### config.mk
export PLATFORM = sky130hd
export DESIGN_NAME = lsu
export DESIGN_NICKNAME = d
export VERILOG_FILES = /design/src/rtl/lsu.sv
export SDC_FILE = /design/constraint.sdc
export NUM_CORES = 1
export LEC_CHECK = 0
export ABC_AREA = 1
export CELL_PAD_IN_SITES_DETAIL_PLACEMENT = 0
export CELL_PAD_IN_SITES_GLOBAL_PLACEMENT = 1
export CORE_MARGIN = 8
export CORE_UTILIZATION = 35
export CTS_CLUSTER_DIAMETER = 50
export DETAILED_ROUTE_END_ITERATION = 8
export PLACE_DENSITY = 0.89
export SYNTH_ARGS = -nofsm -noshare
export SYNTH_HDL_FRONTEND = slang
export SYNTH_SLANG_ARGS = --single-unit
export TNS_END_PERCENT = 30
### constraint.sdc
create_clock -name clk -period 2.9 [get_ports clk]
set_input_delay 0.87 -clock clk [delete_from_list [all_inputs] [get_ports clk]]
set_output_delay 0.87 -clock clk [all_outputs]
set_load 0.005 [all_outputs]
### src/rtl/lsu.sv
// Load/store unit: byte-addressed loads/stores onto a 256x32 word memory, word-crossing
// accesses split into two word accesses when LSU_SPLIT_EN is defined, otherwise flagged as errors.
module lsu (
    input  logic        clk,
    input  logic        rst_n,
    input  logic        req_valid_i,
    output logic        req_ready_o,
    input  logic        req_write_i,
    input  logic [1:0]  req_size_i,
    input  logic        req_unsigned_i,
    input  logic [9:0]  req_addr_i,
    input  logic [31:0] req_wdata_i,
    output logic        resp_valid_o,
    output logic [31:0] resp_data_o,
    output logic        resp_err_o,
    output logic [3:0]  dmem_writeb_o,
    output logic        dmem_read_o,
    output logic [7:0]  dmem_addr_o,
    output logic [31:0] dmem_wdata_o,
    input  logic [31:0] dmem_rdata_i
);
    localparam int unsigned AW  = 10;
    localparam int unsigned WAW = 8;
    localparam int unsigned DW  = 32;

`ifdef LSU_SPLIT_EN
    localparam bit SplitEn = 1'b1;
`else
    localparam bit SplitEn = 1'b0;
`endif

    localparam logic [2:0] IDLE = 3'd0;
    localparam logic [2:0] ACC0 = 3'd1;
    localparam logic [2:0] ACC1 = 3'd2;
    localparam logic [2:0] CAP  = 3'd3;
    localparam logic [2:0] ERR  = 3'd4;

    // Access spills into the next word when offset + byte count exceeds 4.
    function automatic logic crosses(input logic [1:0] off, input logic [1:0] size);
        logic [2:0] n;
        n = 3'd1 << size;
        return ({1'b0, off} + n) > 3'd4;
    endfunction

    function automatic logic [7:0] byte_mask(input logic [1:0] off, input logic [1:0] size);
        logic [2:0] n;
        n = 3'd1 << size;
        return ((8'd1 << n) - 8'd1) << off;
    endfunction

    function automatic logic [2*DW-1:0] lane_data(input logic [DW-1:0] wdata, input logic [1:0] off);
        return {wdata, wdata} << {off, 3'b000};
    endfunction

    logic [2:0]     state_q, state_d;
    logic           ready_q, ready_d;
    logic           write_q, write_d;
    logic [1:0]     size_q, size_d;
    logic           uns_q, uns_d;
    logic [AW-1:0]  addr_q, addr_d;
    logic [DW-1:0]  wdata_q, wdata_d;
    logic [DW-1:0]  lo_q, lo_d;
    logic           resp_valid_q, resp_valid_d;
    logic [DW-1:0]  resp_data_q, resp_data_d;
    logic           resp_err_q, resp_err_d;
    logic [3:0]     writeb_q, writeb_d;
    logic           read_q, read_d;
    logic [WAW-1:0] maddr_q, maddr_d;
    logic [DW-1:0]  mwdata_q, mwdata_d;

    logic           accept;
    logic           req_illegal;
    logic           lat_cross;
    logic [2*DW-1:0] r64;
    logic [DW-1:0]  shifted;
    logic [DW-1:0]  load_data;

    assign accept      = req_valid_i && ready_q;
    assign req_illegal = (req_size_i == 2'd3) || (crosses(req_addr_i[1:0], req_size_i) && !SplitEn);
    assign lat_cross   = crosses(addr_q[1:0], size_q);

    // Align the returned word(s) to the access offset and extend to 32 bits.
    always_comb begin
        r64     = lat_cross ? {dmem_rdata_i, lo_q} : {{DW{1'b0}}, dmem_rdata_i};
        shifted = DW'(r64 >> {addr_q[1:0], 3'b000});
        case (size_q)
            2'd0:    load_data = uns_q ? {24'd0, shifted[7:0]}  : {{24{shifted[7]}}, shifted[7:0]};
            2'd1:    load_data = uns_q ? {16'd0, shifted[15:0]} : {{16{shifted[15]}}, shifted[15:0]};
            default: load_data = shifted;
        endcase
    end

    always_comb begin
        state_d      = state_q;
        write_d      = write_q;
        size_d       = size_q;
        uns_d        = uns_q;
        addr_d       = addr_q;
        wdata_d      = wdata_q;
        lo_d         = lo_q;
        maddr_d      = maddr_q;
        mwdata_d     = mwdata_q;
        read_d       = 1'b0;
        writeb_d     = 4'd0;
        resp_valid_d = 1'b0;
        resp_data_d  = '0;
        resp_err_d   = 1'b0;
        case (state_q)
            IDLE: begin
                if (accept) begin
                    write_d = req_write_i;
                    size_d  = req_size_i;
                    uns_d   = req_unsigned_i;
                    addr_d  = req_addr_i;
                    wdata_d = req_wdata_i;
                    if (req_illegal) begin
                        state_d = ERR;
                    end else begin
                        state_d  = ACC0;
                        maddr_d  = req_addr_i[AW-1:2];
                        mwdata_d = DW'(lane_data(req_wdata_i, req_addr_i[1:0]));
                        writeb_d = req_write_i ? 4'(byte_mask(req_addr_i[1:0], req_size_i)) : 4'd0;
                        read_d   = !req_write_i;
                    end
                end
            end
            ACC0: begin
                if (lat_cross) begin
                    state_d  = ACC1;
                    maddr_d  = addr_q[AW-1:2] + WAW'(1);
                    mwdata_d = DW'(lane_data(wdata_q, addr_q[1:0]) >> DW);
                    writeb_d = write_q ? 4'(byte_mask(addr_q[1:0], size_q) >> 4) : 4'd0;
                    read_d   = !write_q;
                end else if (write_q) begin
                    state_d      = IDLE;
                    resp_valid_d = 1'b1;
                end else begin
                    state_d = CAP;
                end
            end
            ACC1: begin
                lo_d = dmem_rdata_i;
                if (write_q) begin
                    state_d      = IDLE;
                    resp_valid_d = 1'b1;
                end else begin
                    state_d = CAP;
                end
            end
            CAP: begin
                state_d      = IDLE;
                resp_valid_d = 1'b1;
                resp_data_d  = load_data;
            end
            ERR: begin
                state_d      = IDLE;
                resp_valid_d = 1'b1;
                resp_err_d   = 1'b1;
            end
            default: state_d = IDLE;
        endcase
        ready_d = (state_d == IDLE);
    end

    always_ff @(posedge clk or negedge rst_n) begin
        if (!rst_n) begin
            state_q      <= IDLE;
            ready_q      <= 1'b1;
            write_q      <= 1'b0;
            size_q       <= 2'd0;
            uns_q        <= 1'b0;
            addr_q       <= '0;
            wdata_q      <= '0;
            lo_q         <= '0;
            resp_valid_q <= 1'b0;
            resp_data_q  <= '0;
            resp_err_q   <= 1'b0;
            writeb_q     <= 4'd0;
            read_q       <= 1'b0;
            maddr_q      <= '0;
            mwdata_q     <= '0;
        end else begin
            state_q      <= state_d;
            ready_q      <= ready_d;
            write_q      <= write_d;
            size_q       <= size_d;
            uns_q        <= uns_d;
            addr_q       <= addr_d;
            wdata_q      <= wdata_d;
            lo_q         <= lo_d;
            resp_valid_q <= resp_valid_d;
            resp_data_q  <= resp_data_d;
            resp_err_q   <= resp_err_d;
            writeb_q     <= writeb_d;
            read_q       <= read_d;
            maddr_q      <= maddr_d;
            mwdata_q     <= mwdata_d;
        end
    end

    assign req_ready_o   = ready_q;
    assign resp_valid_o  = resp_valid_q;
    assign resp_data_o   = resp_data_q;
    assign resp_err_o    = resp_err_q;
    assign dmem_writeb_o = writeb_q;
    assign dmem_read_o   = read_q;
    assign dmem_addr_o   = maddr_q;
    assign dmem_wdata_o  = mwdata_q;
endmodule

# [Word level (Yosys, flattened, before mapping)]
# Cells that the tools add are included.
[totals] output_inout_bits=80 inputBits=81 reg_bits=161 word_cells=83
[op_classes] addsub=5 n_reduce_logical=11 eq_ne=9 order_cmp=2 muxes=32 n_shift=9
[op_table] op="$mux 32" n=6
[op_table] op="$pmux 32 s2" n=2
[op_table] op="$mux 64" n=1
[op_table] op="$shl 64x5->32" n=1
[op_table] op="$shl 64x5->64" n=1
[op_table] op="$shr 64x5->32" n=1
[op_table] op="$mux 8" n=3
[op_table] op="$mux 4" n=5
[op_table] op="$pmux 8 s2" n=1
[op_table] op="$shl 1x3->8 const A" n=2
[op_table] op="$sub 8x1->8 const B" n=2
[op_table] op="$pmux 3 s3" n=1
[op_table] op="$add 8x1->8 const B" n=1
[op_table] op="$pmux 4 s2" n=1
[op_table] op="$shl 8x2->4" n=1
[op_table] op="$shl 8x2->8" n=1
[op_table] op="$add 2x3->3" n=2
[op_table] op="$eq 3x2->1 const B" n=2
[op_table] op="$gt 3x3->1 const B" n=2
[op_table] op="$logic_not 3->1" n=2
[op_table] op="$mux 1" n=6
[op_table] op="$mux 3" n=2
[op_table] op="$ne 2x2->1 const B" n=3
[op_table] op="$shl 1x2->3 const A" n=2
[op_table] op="15 further kinds" n=17

# [Longest topological paths before layout]
[depth] word_depth=8 ltp_mapped=19 mapped_depth_nobuf=17

# [Worst setup path before layout]
# OpenSTA, ideal clock, no wires.
[synth_path] kind="input to register" start="input req_addr_i[1]" end="register maddr_q[0] (netlist: dmem_addr_o[0])" arrival_ns=3.033 cell_stages=13 path_slack_ns=-0.262 required_time_ns=2.770 cell_sequence="clkbuf_1 inv_1 clkbuf_1 fa_1 or2_1 a31oi_1 nand2_1 inv_1 nand2_2 nand2_1 buf_4 buf_2 a31oi_1"
[synth_between] elab_chain_len=5
[synth_lines] item="start, declared" line="11" rtl="input logic [9:0] req_addr_i,"
[synth_lines] item="$add 2x3->3" line="42" rtl="return ({1'b0, off} + n) > 3'd4;"
[synth_lines] item="$gt 3x3->1" line="42"
[synth_lines] item="$logic_or 1x1->1" line="79" rtl="assign req_illegal = (req_size_i == 2'd3) || (crosses(req_addr_i[1:0], req_size_i) && !SplitEn);"
[synth_lines] item="$ne 2x2->1 (no line)"
[synth_lines] item="$reduce_and 4->1 (no line)"
[synth_lines] item="end signal, assigned" line="196" rtl="maddr_q <= maddr_d;"
[synth_lines] item="end, declared" line="68" rtl="logic [WAW-1:0] maddr_q, maddr_d;"
# Every way passes these cells.
# A chain may end at the register's enable or synchronous reset.

# [Final worst setup path]
[layout_path] start="input req_addr_i[0]" end="register maddr_q[6] (netlist: dmem_addr_o[6])"
# The elaborated chain is that of the path after synthesis.

==> flow_summary.yaml <==
clock_network:
  clockBufferDepth: 2
  path_clk_slew_ns: 0.07
  cts_tree: "yes"
  cts_buffers: 17
  cts_sinks: 161
  cts_hold_buf: 0
  clk_latency_ns: 0.44
  cts-root-buf: "clkbuf_16"
  cts.htree.levels: 4
place:
  port-buffer-count: 160
  place_hpwl_mm: 21.4
  dpl-instance-area_um2: 11200
  gp_congestion: 0.871
drt:
  avgRoutedWirePerCell_um: 16.8
  num_vias: 9061
  drt_first_pass_iters: 5
  viasPerCell: 5.18
  drtAntennaViolNets: 0
  drt_iter0_drc: 813
  totalWireLength_mm: 29.4
  drc_errors: 0
global_route:
  grt_max_degree: 126
  grt_pass1_wl_mm: 46.5
  globalRouteTotalUtil_pct: 18.4
  grt_pass1_vias: 8653
  antenna_found_initial: 0
  grt_overflow_total: 0
final_layout:
  antennaDiodeCount: 0
  drive_above_1_share_pct: 8.42
  area_delta_synth_final_pct: 30.2
  fin_nets: 1496
  fill_cells: 2574
  finalInstanceArea_um2: 12000
die:
  die_y_um: 179
  num_rows: 59
  die_area_um2: 31900
  initial_core_util_pct: 35.6
  core_region_area_um2: 26000
  die_w_um: 179
  pin_count: 161
yosys:
  synth_top_family_by_area: "simple AND/OR/NAND/NOR gates"
  syn_area_um2: 9250
  syn_inst: 1258
  yosysTopAreaCell: "dfrtp_1"
  synth.ff_latch_count: 161
  ys_top_cells_by_area: "dfrtp_1 43%, nand2_1 13%, o21ai_0 8.8%"
  synth-seq-area-share_pct: 43.6
  synth_xor_area_share_pct: 0.663
  synth-edff-count: 0
  synth_fp_nets: 1353
  yosysUniqueCellTypes: 42
  ys_warn_count: 0
  synth_top_area_share_pct: 43.3
  synth-simple-area-share_pct: 24.7
  yosys-top-cells-count: "312 x nand2_1, 162 x o21ai_0, 160 x dfrtp_1, 114 x nor2_1, 100 x inv_1"
  muxShareOfSynthArea_pct: 0.906
  ys.flop_type: "dfrtp_1"
  avgSynthCellArea_um2: 7.35
  synth-compound-area-share_pct: 19.5
  async_flop_share_pct: 100
  synth.most_common_cell: "nand2_1"
  synth_adder_area_share_pct: 1.97
critical_path:
  critPathMaxFanout: 12
  endpoint: "dmem_addr_o[6]"
  rr_startpoint: "size_q[0]"
  timing_worst_setup_path_type: "input port to register"
  worstSetupStartpoint: "req_addr_i[0]"
  critPathCaptureType: "register"
  critPathRequiredTime_ns: 3.22
  ff2ff_path_depth: 15
  ff2ff_setup_slack_ns: 0.23
  r2r_end: "resp_data_o[26]"
  critPathArrivalTime_ns: 3.12
  startpoint_type: "input port"
run:
  cap_violations: 0
sta:
  tns_ns: 0
  max_slew_margin_pct: 25.6
  worstMarginPinSlew_ns: 1.12
  fin_crit_ns: 2.80
  fin_worst_skew_ns: 0.0197
  hold_viol: 0
  finalMaxSlewViolations: 0
  fmax_ghz: 0.357
  finalSetupViolCount: 0
  fin_crit_sh_pct: 96.6
  rsz0062_at_grt: "false"
hold_path:
  hp-class: "input port to async pin"
power:
  vdd_drop_max_mv: 0.842
  powerDensity_nw_per_um2: 1090
  power.leakage_nw: 5.51
run_status:
  outcome: "complete, no violations"
[area by class of cell]
| type | count | area [um2] | area share (%) |
|---|---|---|---|
| sequential | 161 | 4040 | 33.5 |
| inverter | 105 | 399 | 3.31 |
| clock buffer | 18 | 429 | 3.56 |
| clock inverter | 14 | 191 | 1.59 |
| timing repair buffer | 209 | 2090 | 17.4 |
| tap | 335 | 419 | 3.48 |
| multi-input combinational | 907 | 4480 | 37.2 |
[timing repair]
item	4_1_cts	5_1_grt
pin swaps	1	3
setup endpoints to repair	42	74
cloned	0	3
buffers inserted	0	7
gates resized for setup	8	10
[flip-flops by register name (all words and copies together), names as in the netlist]
signal / flops
dmem_wdata_o: 32
lo_q: 32
resp_data_o: 32
wdata_q: 32
addr_q: 10
dmem_addr_o: 8
dmem_writeb_o: 4
state_q: 3
size_q: 2
dmem_read_o: 1
req_ready_o: 1
resp_err_o: 1
resp_valid_o: 1
uns_q: 1
write_q: 1
[layer usage]
metal,GRT usage [%],part of all wire [%]
met1,23.6,43
met2,31.5,50
met3,3.09,5.6
met4,4.72,1.2
met5,0,0
[per-stage QoR]
stage / instances / hold slack [ns] / worst slack, ns / power (mW) / util, %
finish: 1749 / 0.390 / 0.0999 / 13.1 / 46.4
CTS: 1739 / 0.400 / 0.00277 / 12.8 / 45.7
floorplan: 1258 / 0.448 / 0.00809 / 8.10 / -
detailed placement: 1707 / 0.469 / -0.562 / 10.3 / 43.3
global route: 1749 / 0.418 / 0.00356 / 14.2 / 46.4
global placement: 1707 / 0.463 / -0.491 / 10.2 / 43.3
[cell families after synthesis]
| family | after synthesis |
|---|---|
| and+or+nand+nor | 549 |
| AOI/OAI and AO/OA | 328 |
| buffers and inverters | 191 |
| DFF | 161 |
| adders and majority gates | 14 |
| muxes | 8 |
| xor gates and xnor gates | 7 |
[cells in the final DEF (no fill, tap or decap), types with 4 or more instances in the layout]
master / instances
nand2_1: 310
o21ai_0: 162
dfrtp_1: 158
clkdlybuf4s50_1: 157
nor2_1: 114
nand3_1: 97
inv_1: 96
a21oi_1: 66
buf_4: 39
a31oi_1: 24
clkbuf_16: 19
o211ai_1: 18
o22ai_1: 16
o21ai_1: 14
o21bai_1: 13
ha_1: 13
buf_12: 7
nand2_2: 6
xor2_1: 6
inv_2: 5
inv_6: 5
o21ai_2: 5
nand4_1: 5
o31ai_1: 5
mux2i_1: 5
nor3_1: 4
[critical path: stages]
cell,delay [ns]
clkdlybuf4s50_1,0.48
ha_1,0.14
inv_1,0.05
fa_2,0.51
nand2_1,0.08
a31oi_4,0.19
nand2_1,0.11
inv_2,0.08
nand2_2,0.07
nand2_4,0.17
buf_12,0.15
o211ai_1,0.09
o21a_1,0.12
[power by group]
group | leakage (nW) | total, mW | switching (mW) | internal [mW]
Clock | 0.298 | 2.40 | 1.01 | 1.39
Sequential | 1.96 | 3.66 | 0.531 | 3.13
Combinational | 3.25 | 7.06 | 4.27 | 2.79
[worst min-delay path by stage]
stage          cells past startpoint      from  slack, ns     endpoint
2_1_floorplan                      2  lo_q[10]       0.45     lo_q[10]
6_report                           1     rst_n       0.39   wdata_q[3]
3_5_place_dp                       2  lo_q[14]       0.47     lo_q[14]
5_1_grt                            1     rst_n       0.42  wdata_q[19]
4_1_cts                            1     rst_n       0.40      lo_q[2]
3_3_place_gp                       2  lo_q[10]       0.46     lo_q[10]
No activity file was read; power rests on OpenSTA's default activity.
